===== src/rtl/layer2_feeder.sv =====
// -----------------------------------------------------------------------------
// layer2_feeder
//
// Streaming source for the layer-2 neuron bank. A single-cycle in_valid strobe
// from layer 1 captures the N_IN ReLU results. The block then replays them onto
// a shared signed value bus using the same protocol the layer-1 neurons use.
// First it walks the bias ROM and issues one-hot bias loads. Then it walks the
// weight ROM address and issues accumulate strobes carrying the captured
// ReLU values. Every strobe is delayed by ROM_LAT cycles, so it lines up with
// the registered ROM read data.
//
// Ports
//   clk          : system clock, rising edge
//   rst          : synchronous reset, active low (0 = reset)
//   in_valid     : capture strobe from layer 1 (relu_in valid this cycle)
//   relu_in      : packed signed ReLU results, element k at [k*DATA_W +: DATA_W]
//   bias_value   : bias ROM read data (ROM_LAT cycles after bias_addr)
//   bias_addr    : bias ROM address (0 outside the bias phase)
//   neuron1_addr : weight ROM address (0 outside the data phase)
//   bias_load    : one-hot; value_out carries the bias for neuron n
//   acc_en       : value_out carries a ReLU element to accumulate
//   value_out    : signed data bus, 0 when neither bias_load nor acc_en
//   layer_done   : single-cycle pulse at the end of the sequence
//   busy         : high from the cycle after capture through layer_done
//   overrun      : sticky; in_valid seen while busy
// -----------------------------------------------------------------------------
module layer2_feeder #(
  parameter int N_IN    = 10,
  parameter int DATA_W  = 32,
  parameter int ADDR_W  = 4,
  parameter int ROM_LAT = 1
) (
  input  logic                      clk,
  input  logic                      rst,
  input  logic                      in_valid,
  input  logic [N_IN*DATA_W-1:0]    relu_in,
  input  logic signed [DATA_W-1:0]  bias_value,
  output logic [ADDR_W-1:0]         bias_addr,
  output logic [ADDR_W-1:0]         neuron1_addr,
  output logic [N_IN-1:0]           bias_load,
  output logic                      acc_en,
  output logic signed [DATA_W-1:0]  value_out,
  output logic                      layer_done,
  output logic                      busy,
  output logic                      overrun
);

  // One counter serves every phase. It must reach both N_IN-1 and ROM_LAT-1.
  localparam int CNT_MAX = (N_IN > ROM_LAT) ? N_IN : ROM_LAT;
  localparam int CNT_W   = (CNT_MAX > 1) ? $clog2(CNT_MAX) : 1;

  typedef enum logic [2:0] {
    S_IDLE,
    S_BIAS,
    S_DATA,
    S_DRAIN,
    S_DONE
  } state_t;

  state_t                    state;
  logic [CNT_W-1:0]          cnt;
  logic [CNT_W-1:0]          cnt_nxt;
  logic                      last_in_phase;
  logic                      last_in_drain;

  logic signed [DATA_W-1:0]  cap [N_IN];

  // Stage p0: strobes issued in the same cycle as the ROM address.
  logic [N_IN-1:0]           bias_oh_p0;
  logic                      vld_p0;
  logic signed [DATA_W-1:0]  data_p0;

  // Stages p1..pROM_LAT: entry j holds stage j+1.
  logic [N_IN-1:0]           bias_oh_pn [ROM_LAT];
  logic                      vld_pn     [ROM_LAT];
  logic signed [DATA_W-1:0]  data_pn    [ROM_LAT];

  function automatic logic [N_IN-1:0] onehot(input logic [CNT_W-1:0] idx);
    logic [N_IN-1:0] oh;
    oh      = '0;
    oh[idx] = 1'b1;
    return oh;
  endfunction

  assign cnt_nxt       = cnt + 1'b1;
  assign last_in_phase = (cnt == CNT_W'(N_IN - 1));
  assign last_in_drain = (cnt == CNT_W'(ROM_LAT - 1));

  // ---------------------------------------------------------------------------
  // Sequencer: capture, phase control, ROM addresses and stage-p0 strobes
  // ---------------------------------------------------------------------------
  always_ff @(posedge clk) begin
    if (!rst) begin
      state        <= S_IDLE;
      cnt          <= '0;
      bias_addr    <= '0;
      neuron1_addr <= '0;
      bias_oh_p0   <= '0;
      vld_p0       <= 1'b0;
      data_p0      <= '0;
      layer_done   <= 1'b0;
      busy         <= 1'b0;
      overrun      <= 1'b0;
      for (int k = 0; k < N_IN; k++) cap[k] <= '0;
    end else begin
      // busy already covers the DONE cycle, so a strobe there also counts.
      if (in_valid && busy) overrun <= 1'b1;

      case (state)
        S_IDLE: begin
          if (in_valid) begin
            for (int k = 0; k < N_IN; k++)
              cap[k] <= relu_in[k*DATA_W +: DATA_W];
            state      <= S_BIAS;
            cnt        <= '0;
            bias_addr  <= '0;
            bias_oh_p0 <= onehot('0);
            busy       <= 1'b1;
          end
        end

        S_BIAS: begin
          if (last_in_phase) begin
            state        <= S_DATA;
            cnt          <= '0;
            bias_addr    <= '0;
            bias_oh_p0   <= '0;
            neuron1_addr <= '0;
            vld_p0       <= 1'b1;
            data_p0      <= cap[0];
          end else begin
            cnt        <= cnt_nxt;
            bias_addr  <= ADDR_W'(cnt_nxt);
            bias_oh_p0 <= onehot(cnt_nxt);
          end
        end

        S_DATA: begin
          if (last_in_phase) begin
            state        <= S_DRAIN;
            cnt          <= '0;
            neuron1_addr <= '0;
            vld_p0       <= 1'b0;
            data_p0      <= '0;
          end else begin
            cnt          <= cnt_nxt;
            neuron1_addr <= ADDR_W'(cnt_nxt);
            data_p0      <= cap[cnt_nxt];
          end
        end

        // Wait for the last accumulate strobe to leave the delay line.
        S_DRAIN: begin
          if (last_in_drain) begin
            state      <= S_DONE;
            cnt        <= '0;
            layer_done <= 1'b1;
          end else begin
            cnt <= cnt_nxt;
          end
        end

        S_DONE: begin
          state      <= S_IDLE;
          layer_done <= 1'b0;
          busy       <= 1'b0;
        end

        default: begin
          state <= S_IDLE;
          cnt   <= '0;
          busy  <= 1'b0;
        end
      endcase
    end
  end

  // ---------------------------------------------------------------------------
  // Stages p1..pROM_LAT: delay strobes and ReLU data to meet ROM read data
  // ---------------------------------------------------------------------------
  always_ff @(posedge clk) begin
    if (!rst) begin
      for (int j = 0; j < ROM_LAT; j++) begin
        bias_oh_pn[j] <= '0;
        vld_pn[j]     <= 1'b0;
        data_pn[j]    <= '0;
      end
    end else begin
      bias_oh_pn[0] <= bias_oh_p0;
      vld_pn[0]     <= vld_p0;
      data_pn[0]    <= data_p0;
      for (int j = 1; j < ROM_LAT; j++) begin
        bias_oh_pn[j] <= bias_oh_pn[j-1];
        vld_pn[j]     <= vld_pn[j-1];
        data_pn[j]    <= data_pn[j-1];
      end
    end
  end

  assign bias_load = bias_oh_pn[ROM_LAT-1];
  assign acc_en    = vld_pn[ROM_LAT-1];

  // The bias is taken straight from the ROM port in its aligned cycle.
  // Bias and data phases never overlap in the delay line.
  always_comb begin
    value_out = '0;
    if (|bias_load)
      value_out = bias_value;
    else if (acc_en)
      value_out = data_pn[ROM_LAT-1];
  end

endmodule


===== config.mk =====
export PLATFORM = sky130hd
export DESIGN_NAME = layer2_feeder
export DESIGN_NICKNAME = d
export VERILOG_FILES = /design/src/rtl/layer2_feeder.sv
export SDC_FILE = /design/constraint.sdc
export NUM_CORES = 1
export LEC_CHECK = 0
export ABC_AREA = 1
export CORE_MARGIN = 5
export CORE_UTILIZATION = 56
export DETAILED_ROUTE_END_ITERATION = 7
export PLACE_DENSITY = 0.86
export REMOVE_ABC_BUFFERS = 1
export SLEW_MARGIN = 20
export SYNTH_ARGS = -nofsm -noshare
export SYNTH_HDL_FRONTEND = slang
export SYNTH_SLANG_ARGS = --single-unit
export TNS_END_PERCENT = 20

===== constraint.sdc =====
create_clock -name clk -period 16.8 [get_ports clk]
set_input_delay 2.52 -clock clk [delete_from_list [all_inputs] [get_ports clk]]
set_output_delay 2.52 -clock clk [all_outputs]
set_load 0.02 [all_outputs]

# Yosys cells after proc, flatten, opt, wreduce, memory -nomap -nowiden
# Memories as Yosys holds them, arrays and structs flattened.
# Index checks and enable logic that the tools add are counted.
# op_classes
bitwise_logic,12
n_mux,51
n_reduce_logical,20
eq_ne,9
add_sub_neg,1
order_cmp,2
# op_table
cell,count
two-way mux 32 bit,15
one-hot mux 32 bit (2 select lines),1
OR reduction 32 bit,1
two-way mux 10 bit,3
one-hot mux 10 bit (2 select lines),1
OR reduction 10 bit,2
two-way mux 4 bit,4
one-hot mux 4 bit (2 select lines),2
one-hot mux 4 bit (4 select lines),1
two-way mux 1 bit,15
two-way mux 3 bit,4
one-hot mux 3 bit (4 select lines),1
bitwise OR 1 bit,10
AND reduction 2 bit,5
inequality test 2 bit (second input constant),4
equality test 3 x 2 -> 1 bit (second input constant),2
one-hot mux 1 bit (2 select lines),3
nonzero test 2 bit,3
less-than comparator 4 x 5 -> 1 bit (second input constant),1
adder 4 x 1 -> 4 bit (second input constant),1
demux 1 bit (select 4 bit),1
equality test 4 bit (second input constant),1
greater-or-equal comparator 4 x 1 -> 1 bit (second input constant),1
logical NOT 4 bit,1
10 further kinds,12
# word_totals
elab_cells,109
in_bits,355
ram_bits,363
memories,4
register_bits,61
output_inout_bits,54
# mem_list
name,words,width,rd,rd_ports_with_merged_regs,write_ports,line,text
cap,10,32,2,0,10,66,logic signed [DATA_W-1:0] cap [N_IN];
data_pn,1,32,1,0,1,76,logic signed [DATA_W-1:0] data_pn [ROM_LAT];
bias_oh_pn,1,10,1,0,1,74,logic [N_IN-1:0] bias_oh_pn [ROM_LAT];
vld_pn,1,1,1,0,1,75,logic vld_pn [ROM_LAT];

# Depth between registers and ports, before layout
# Gate-level depths: netlist (run 1).
# logic_depth
depth_word,7
depth_mapped,15
ltp_nobuf,10

# Least setup slack after synthesis (run 1)
# Ideal clock, no wire load.
# synth_path
path_type,input -> register
from,in rst
to,mem cap[0][0] (enable)
setup_slack_ps,6138
stages,3
t_arrival_ps,8290
path_buffers,2
setup_time_ps,2372
t_required_ps,14428
path_cell_list,clkbuf_1 clkbuf_1 nand2_1
# synth_rtl
item,line,text
"start, declared",34,"input logic rst,"
"end, declared",66,

# Final worst setup path (run 1)
# layout_path
from,in bias_value[9]
to,out value_out[9]
# layout_via
elab_chain_cells,1
# layout_lines
item,line,text
"start, declared",37,"input logic signed [DATA_W-1:0] bias_value,"
two-way mux 32 bit,207,if (|bias_load)
"end, declared",42,"output logic signed [DATA_W-1:0] value_out,"
# No other way between the ends.

==> results.sh, run 1 <==
export IMPL_leakagePower_nw=12.8
export IMPL_vias=17486
export IMPL_yosysTopAreaCell="edfxtp_1"
export IMPL_rsz0062_at_grt="false"
export IMPL_synth_area_per_cell_um2=7.96
export IMPL_utilization_pct=72.1
export IMPL_viasPerCell=5.12
export IMPL_post_cts_resized=0
export IMPL_routed_wl_um=55900
export IMPL_grt_ovfl_total=0
export IMPL_cts_root_buf="clkbuf_16"
export IMPL_clk_latency_ns=0.53
export IMPL_die_h_um=201
export IMPL_syn_area_mm2=0.0205
export IMPL_holdWs_ns=0.421
export IMPL_start_util_pct=56.3
export IMPL_cts_setup_buffers=0
export IMPL_crit_path_start_kind="input port"
export IMPL_detail_route_antenna_nets=0
export IMPL_core_area_mm2=0.0363
export IMPL_yosys_register_bits=424
export IMPL_fp_dieW_um=201
export IMPL_path_class="in -> out"
export IMPL_rows=70
export IMPL_maxCapViolCount=0
export IMPL_synth_commonest_cells="inv_1 (667), nand2_1 (565), nor2_1 (334), edfxtp_1 (320), nand3_1 (266)"
export IMPL_nets=3264
export IMPL_cts_made_buffers=45
export IMPL_netlist_instances=2568
export IMPL_finalMaxSlewViolations=0
export IMPL_cts_sink_count=424
export IMPL_grt_usage_pct=26.8
export IMPL_syn_to_final_growth_pct=28.1
export IMPL_die_area_mm2=0.0404
export IMPL_grt_pass1_wl_um=88500
export IMPL_regArea_mm2=0.0117
export IMPL_hold_buffers=0
export IMPL_dpl_hpwl_um=34400
export IMPL_ys_seq_area_share_pct=57.2
export IMPL_fmax_ghz=0.154
export IMPL_finalSetupTns_ns=0
export IMPL_fin_crit_sh_pct=38.7
export IMPL_dp_slack_ns=10.41
export IMPL_nFillCells=2604
export IMPL_endpoint_kind="primary output"
export IMPL_path_max_fanout=1
export IMPL_drc=0
export IMPL_yosysMostFrequentCell="inv_1"
export IMPL_crit_required_ns=14.28
export IMPL_htreeDepth=2
export IMPL_synth_edf_count=320
export IMPL_drive_gt1_share_pct=3.23
export IMPL_hold_class="reg -> reg"
export IMPL_irDropWorstVdd_mv=0.104
export IMPL_synth_top_area_share_pct=47.0
export IMPL_final_hold_viol_count=0
export IMPL_grt_max_degree=187
export IMPL_synth_distinct_cells=24
export IMPL_period_needed_ns=6.50
export IMPL_multiInputGateArea_mm2=0.00573
export IMPL_synthTopCellsByArea="edfxtp_1 (47%), inv_1 (12%), nand2_1 (10%)"
export IMPL_tightest_slew_ns=1.12
export IMPL_wire_per_inst_um=16.3
export IMPL_slew_headroom_pct=25.6
export IMPL_ioPinCount=409
export IMPL_ys_flop_type="edfxtp_1"
export IMPL_antenna_found_initial=9
export IMPL_cts_tree="done"
export IMPL_ys_warn_count=0
export IMPL_place_congestion=0.820
export IMPL_first_iter_violations=1740
export IMPL_clockBufferDepth=3
export IMPL_grt_pass1_vias=17973
export IMPL_drt_first_pass_iters=8
export IMPL_cp_arrival_ns=3.98
export IMPL_clk_pin_slew_ns=0.06
export IMPL_timing_final_ws_setup_ns=10.30
export IMPL_clock_skew_ns=0.0135
export IMPL_async_flop_share_pct=0
export IMPL_status="complete, no violations"
export IMPL_p_per_area_mw_per_mm2=146
export IMPL_port_buffers=408
export IMPL_setup_viol=0
[layer usage]
| layer | share of wire, % | wire length [um] | global-route usage [%] |
|---|---|---|---|
| met1 | 37 | 20800 | 32.3 |
| met2 | 50 | 28000 | 47.3 |
| met3 | 8.2 | 4580 | 4.37 |
| met4 | 4.3 | 2420 | 12.3 |
| met5 | 0 | 0 | 0 |
[per-stage QoR]
step,power (mW),std cells,cell area [um2]
final,3.81,3417,26200
after detailed placement,2.84,3323,24700
after CTS,3.81,3407,26200
after global routing,4.04,3416,26200
after global placement,2.78,3323,24700
after floorplan,2.49,2436,19900
[cells by family after synthesis]
group | after synthesis | share of synthesized area (%)
buffers and inverters | 806 | 15.1
xor gates and xnor gates | 1 | 0.0796
adders and majority gates | 7 | 0.428
AOI/OAI and AO/OA | 160 | 4.03
DFF | 424 | 57.2
and+or+nand+nor | 1170 | 23.2
[state kept, by name, indices dropped and copies added, names as in the netlist]
signal        flops
bias_oh_p0       10
vld_pn            1
busy              1
data_pn          32
neuron1_addr      4
layer_done        1
bias_oh_pn       10
data_p0          32
vld_p0            1
bias_addr         4
cnt               4
cap             320
state             3
overrun           1
[placed cells by master, fill, tap and decap left out, types with 2 or more instances in the layout]
cell type,netlist,final
inv_1,667,666
nand2_1,565,561
clkdlybuf4s50_1,0,407
nor2_1,334,334
edfxtp_1,320,320
nand3_1,266,266
dfxtp_1,104,102
o21ai_0,99,99
a21oi_1,48,48
clkbuf_16,0,47
clkbuf_1,84,13
buf_4,5,11
diode_2,0,10
o22ai_1,9,9
clkinv_2,0,9
clkinv_1,1,7
inv_2,6,6
ha_1,7,6
clkbuf_8,0,5
nand4_1,2,2
nand2_4,0,2
nand2_2,1,2
o221ai_1,2,2
bufinv_16,0,2
[critical path, stage by stage]
cell	delay, ns
clkdlybuf4s50_1	0.45
inv_1	0.03
o21ai_0	0.27
clkdlybuf4s50_1	0.70
[worst paths after layout]
check                                              from                        to  slack [ns]  depth (start not counted)
worst max-delay path                      bias_value[9]              value_out[9]       10.30                          4
worst min-delay path            data_p0[6]$_SDFFE_PN0P_  data_pn[0][6]$_SDFF_PN0_        0.42                          2
worst max register to register      cnt[0]$_SDFFE_PN0P_   data_p0[8]$_SDFFE_PN0P_       12.06                         11
worst min register to register  data_p0[6]$_SDFFE_PN0P_  data_pn[0][6]$_SDFF_PN0_        0.42                          2
[where the power goes]
group          internal (mW)  switching (mW)  leakage (nW)  total, mW
clock                  0.566           0.397         0.712      0.963
combinational          0.428           0.858          7.83       1.29
sequential              1.45           0.111          4.29       1.56
total                   2.45            1.37          12.8       3.81
[final cells by class]
class | instances | share of cell area [%]
antenna | 10 | 0.0955
clock buffer | 65 | 4.94
clock inverter | 19 | 0.559
inverter | 674 | 9.67
multi-input combinational | 1338 | 21.9
sequential | 424 | 44.7
tap | 468 | 2.24
timing repair buffer | 419 | 15.9
No activity file was read; power rests on OpenSTA's default activity.
==> run 2, diff against run 1 <==
CORE_UTILIZATION = 52   (was 56)
PLACE_DENSITY = 0.8   (was 0.86)
clock period = 6.5 ns   (was 16.8 ns; I/O delays follow)
==> run 2 against run 1 <==
  * Final cell count grew 1.1%
  * Die area grew 7.3%
  * Critical path depth grew 3
  * Combinational power grew to 2.5 times the previous value
  * Sequential power grew to 2.6 times the previous value
  * Global-route usage shrank 1.8 points
  * Via count shrank 1.5%
  * Critical endpoint is now value_out[28]
  * First-iteration DRC count shrank 11%
  * Sequential cell count is the same
==> results.sh, run 2 (same netlist as run 1, synthesis figures left out) <==
export IMPL_syn_to_final_growth_pct=28.0
export IMPL_wire_per_inst_um=16.0
export IMPL_period_needed_ns=4.10
export IMPL_detail_route_antenna_nets=0
export IMPL_path_delay_family="buffers and inverters"
export IMPL_die_area_mm2=0.0434
export IMPL_port_buffers=408
export IMPL_top_register="cap"
export IMPL_grt_ovfl_total=0
export IMPL_post_cts_resized=0
export IMPL_r2r_start="cnt[0]$_SDFFE_PN0P_"
export IMPL_viasPerCell=4.99
export IMPL_clockBufferDepth=3
export IMPL_fin_crit_sh_pct=63.1
export IMPL_p_comb_share_pct=33.5
export IMPL_cts_setup_buffers=0
export IMPL_clock_skew_ns=0.0126
export IMPL_routed_wl_um=55400
export IMPL_drive_gt1_share_pct=2.97
export IMPL_clk_latency_ns=0.55
export IMPL_tightest_slew_ns=1.09
export IMPL_cts_tree="done"
export IMPL_clkPwrFrac_pct=24.7
export IMPL_reg_top3="cap (320), data_p0 (32), data_pn (32)"
export IMPL_irDropWorstVdd_mv=0.324
export IMPL_antenna_found_initial=5
export IMPL_finalMaxSlewViolations=0
export IMPL_p_per_area_mw_per_mm2=370
export IMPL_drc=0
export IMPL_p_total_mw=9.70
export IMPL_leakagePower_nw=12.8
export IMPL_cpMaxStageDelayCell="buf_4"
export IMPL_slew_headroom_pct=27.6
export IMPL_crit_path_start_kind="flop"
export IMPL_core_area_mm2=0.0388
export IMPL_grt_pass1_vias=16987
export IMPL_hold_buffers=0
export IMPL_utilization_pct=67.4
export IMPL_status="complete, no violations"
export IMPL_place_congestion=0.847
export IMPL_endpoint_kind="primary output"
export IMPL_die_h_um=208
export IMPL_holdWs_ns=0.421
export IMPL_seqPwrFrac_pct=41.8
export IMPL_path_buf_inv=2
export IMPL_grt_usage_pct=24.9
export IMPL_drt_first_pass_iters=5
export IMPL_crit_required_ns=5.52
export IMPL_dpl_hpwl_um=34200
export IMPL_grt_pass1_wl_um=87300
export IMPL_p_sw_mw=3.45
export IMPL_cts_made_buffers=44
export IMPL_critPathMaxStageDelay_ns=0.68
export IMPL_cts_root_buf="clkbuf_16"
export IMPL_dp_slack_ns=2.70
export IMPL_largest_reg_flops=320
export IMPL_min_to="data_pn[0][7]$_SDFF_PN0_"
export IMPL_htreeDepth=2
export IMPL_switching_share_pct=35.6
export IMPL_r2r_cells=11
export IMPL_first_iter_violations=1549
export IMPL_reg2reg_slack_ns=2.60
export IMPL_maxCapViolCount=0
export IMPL_cts_sink_count=424
export IMPL_min_from="data_p0[7]$_SDFFE_PN0P_"
export IMPL_nets=3262
export IMPL_rows=72
export IMPL_cp_arrival_ns=3.13
export IMPL_mostFrequentLayoutCells="inv_1 (666), nand2_1 (561), clkdlybuf4s50_1 (407)"
export IMPL_nFillCells=3032
export IMPL_layout_commonest_cell="inv_1"
export IMPL_fp_dieW_um=208
export IMPL_p_int_mw=6.24
export IMPL_path_cells="nor2_1 -> nand4_1 -> nor3_4 -> buf_4 -> nand3_1 -> o21ai_0 -> clkdlybuf4s50_1"
export IMPL_setup_viol=0
export IMPL_grt_max_degree=161
export IMPL_ioPinCount=409
export IMPL_clk_pin_slew_ns=0.06
export IMPL_min_path_cells=2
export IMPL_final_hold_viol_count=0
export IMPL_rr_endpoint="data_p0[27]$_SDFFE_PN0P_"
export IMPL_fmax_ghz=0.244
export IMPL_vias=17225
export IMPL_timing_final_ws_setup_ns=2.40
export IMPL_path_max_fanout=64
export IMPL_rsz0062_at_grt="false"
export IMPL_start_util_pct=52.7
export IMPL_path_class="reg -> out"
export IMPL_hold_class="reg -> reg"
run 2: cell types whose count changed in the layout (fill, tap and decap cells not counted), sizes merged:
cell      change
inv           -2
clkinv        -6
buf           -1
diode         -5
bufinv        -1
clkinvlp      +2
clkbuf        +1
run 2: area by class of cell:
cell class	count	area, um2	area share [%]
Inverter	674	2540	9.69
Timing Repair Buffer	418	4190	16.0
Sequential cell	424	11700	44.7
Tap cell	518	648	2.48
Clock buffer	66	1280	4.88
Antenna cell	5	12.5	0.0478
Clock inverter	12	82.6	0.316
Multi-Input combinational cell	1338	5720	21.9
run 2: tightest hold or removal path: stages (launching register included):
cell	delay, ns
dfxtp_1	0.31
nand2_1	0.05
inv_1	0.03
run 2: metal layers:
| metal | track usage (%) | wire length, um | vias up |
|---|---|---|---|
| li1 | - | - | 8404 |
| met1 | 31.5 | 21300 | 7846 |
| met3 | 3.96 | 4970 | 141 |
| met4 | 10.2 | 2020 | 0 |
| met5 | 0 | 0 | - |
| met2 | 43.0 | 27200 | 834 |
run 2: worst max path at each step:
stage                           startpoint                        to  depth (start not counted)
3_5_place_dp           cnt[0]$_SDFFE_PN0P_  data_p0[25]$_SDFFE_PN0P_                         11
5_1_grt        bias_oh_pn[0][7]$_SDFF_PN0_              value_out[3]                          7
2_1_floorplan                     in_valid   cap[0][0]$_SDFFCE_PN0P_                          4
4_1_cts        bias_oh_pn[0][9]$_SDFF_PN0_             value_out[28]                          7
3_3_place_gp           cnt[0]$_SDFFE_PN0P_  data_p0[22]$_SDFFE_PN0P_                         11
6_report       bias_oh_pn[0][9]$_SDFF_PN0_             value_out[28]                          7
run 2: stage by stage:
step / instance area [um2] / std cells / setup TNS (ns)
2_1_floorplan: 19900 / 2436 / -784.29
3_3_place_gp: 24800 / 3372 / 0
3_5_place_dp: 24800 / 3372 / 0
4_1_cts: 26200 / 3450 / 0
5_1_grt: 26200 / 3455 / 0
6_report: 26200 / 3455 / 0
run 2: power groups by stage:
stage	registers (mW)	logic [mW]	clock network, mW
2_1_floorplan	4.20	2.23	0
3_3_place_gp	4.07	3.12	0
3_5_place_dp	4.10	3.20	0
4_1_cts	4.05	3.23	2.43
5_1_grt	4.12	3.65	2.55
6_report	4.05	3.25	2.40
==> run 3, diff against run 2 <==
clock period = 3.92 ns   (was 6.5 ns; I/O delays follow)
==> run 3 against run 2 <==
  * Wire length up 2.1%
  * Die area unchanged
  * Register-to-register slack got worse by 1.4 ns
  * First-iteration DRC count fell by 6.1%
  * Via count grew 0.63%
  * Critical path type unchanged
  * Largest power group unchanged
==> results.sh, run 3 (same netlist as run 1, synthesis figures left out) <==
export IMPL_antenna_found_initial=10
export IMPL_die_h_um=208
export IMPL_path_cells="nor2_1 -> nand4_1 -> nor3_4 -> buf_4 -> nand3_1 -> o21ai_0 -> clkdlybuf4s50_1"
export IMPL_wire_per_inst_um=16.3
export IMPL_routed_wl_um=56600
export IMPL_start_util_pct=52.7
export IMPL_grt_usage_pct=25.3
export IMPL_hold_buffers=0
export IMPL_clk_pin_slew_ns=0.06
export IMPL_cts_tree="done"
export IMPL_holdWs_ns=0.418
export IMPL_grt_max_degree=138
export IMPL_clockBufferDepth=3
export IMPL_layout_commonest_cell="inv_1"
export IMPL_cts_root_buf="clkbuf_16"
export IMPL_viasPerCell=4.99
export IMPL_multiInputGateArea_mm2=0.00572
export IMPL_reg2reg_slack_ns=1.23
export IMPL_leakagePower_nw=13.0
export IMPL_fp_dieW_um=208
export IMPL_finalMaxSlewViolations=0
export IMPL_path_class="reg -> out"
export IMPL_path_max_fanout=64
export IMPL_fin_crit_sh_pct=86.8
export IMPL_clk_latency_ns=0.56
export IMPL_nets=3276
export IMPL_hold_class="reg -> reg"
export IMPL_p_per_area_mw_per_mm2=623
export IMPL_maxCapViolCount=0
export IMPL_reg_top3="cap (320), data_p0 (32), data_pn (32)"
export IMPL_final_hold_viol_count=0
export IMPL_finalNonFillerCells=3475
export IMPL_clock_skew_ns=0.0221
export IMPL_vias=17333
export IMPL_tightest_slew_ns=1.08
export IMPL_htreeDepth=2
export IMPL_top_register="cap"
export IMPL_endpoint_kind="primary output"
export IMPL_rsz0062_at_grt="false"
export IMPL_crit_path_start_kind="flop"
export IMPL_post_cts_resized=0
export IMPL_drt_first_pass_iters=7
export IMPL_grt_pass1_vias=17010
export IMPL_critPathMaxStageDelay_ns=0.63
export IMPL_drive_gt1_share_pct=3.77
export IMPL_largest_reg_flops=320
export IMPL_drc=0
export IMPL_first_iter_violations=1455
export IMPL_ioPinCount=409
export IMPL_regArea_mm2=0.0117
export IMPL_cp_arrival_ns=2.82
export IMPL_crit_required_ns=3.33
export IMPL_cts_made_buffers=44
export IMPL_cts_sink_count=424
export IMPL_setup_viol=0
export IMPL_place_congestion=0.850
export IMPL_timing_final_ws_setup_ns=0.517
export IMPL_cts_setup_buffers=0
export IMPL_grt_ovfl_total=0
export IMPL_nFillCells=3012
export IMPL_detail_route_antenna_nets=0
export IMPL_p_total_mw=16.5
export IMPL_status="complete, no violations"
export IMPL_period_needed_ns=3.40
export IMPL_dp_slack_ns=1.07
export IMPL_core_area_mm2=0.0388
export IMPL_slew_headroom_pct=27.7
export IMPL_irDropWorstVdd_mv=0.409
export IMPL_cpMaxStageDelayCell="clkdlybuf4s50_1"
export IMPL_die_area_mm2=0.0434
export IMPL_mostFrequentLayoutCells="inv_1 (666), nand2_1 (561), clkdlybuf4s50_1 (407)"
export IMPL_fmax_ghz=0.294
export IMPL_syn_to_final_growth_pct=29.5
export IMPL_rows=72
export IMPL_port_buffers=408
export IMPL_dp_cells=3386
export IMPL_grt_pass1_wl_um=88000
export IMPL_dpl_hpwl_um=35700
run 3: layout make-up:
cell class / instances / share of cell area, %
timing repair buffer: 432 / 16.6
inverter: 674 / 9.57
clock inverter: 12 / 0.524
clock buffer: 68 / 5.04
multi-input combinational: 1338 / 21.6
antenna: 9 / 0.0850
tap: 518 / 2.45
sequential: 424 / 44.2
run 3: stage by stage:
stage	util [%]	setup TNS (ns)	area, um2
global route	68.2	0	26500
global placement	64.4	0	25000
detailed placement	64.4	0	25000
CTS	68.2	0	26500
floorplan	-	-2312.58	19900
finish	68.2	0	26500
run 3: final timing paths:
path	endpoint	start	depth (start not counted)
max	value_out[25]	bias_oh_pn[0][3]$_SDFF_PN0_	7
min	vld_pn[0]$_DFF_P_	vld_p0$_SDFFE_PN0P_	2
max reg2reg	data_p0[14]$_SDFFE_PN0P_	cnt[1]$_SDFFE_PN0P_	9
min reg2reg	vld_pn[0]$_DFF_P_	vld_p0$_SDFFE_PN0P_	2
run 3: routing by layer:
metal  wire length (um)  part of all wire [%]  global-route usage [%]  vias up
met1              21900                    39                    31.5     7962
met5                 13                 0.023                       0        -
met2              27800                    49                    43.4      791
met3               4700                   8.3                    4.47      151
met4               2180                   3.9                    10.8        2
li1                   -                     -                       -     8427
run 3: worst max-delay path: cells and delay by family, from the launching register on:
| family | cells | cell delay (ns) |
|---|---|---|
| buffers and inverters | 2 | 1.20 |
| AND/OR/NAND/NOR | 4 | 0.58 |
| AO/OA/AOI/OAI | 1 | 0.13 |
| flip-flops | 1 | 0.31 |
run 3: where the power goes:
group	leakage [nW]	switching (mW)	internal [mW]	total, mW
Clock	0.723	1.72	2.54	4.26
Sequential	4.29	0.383	6.20	6.59
Combinational	7.95	3.74	1.91	5.65
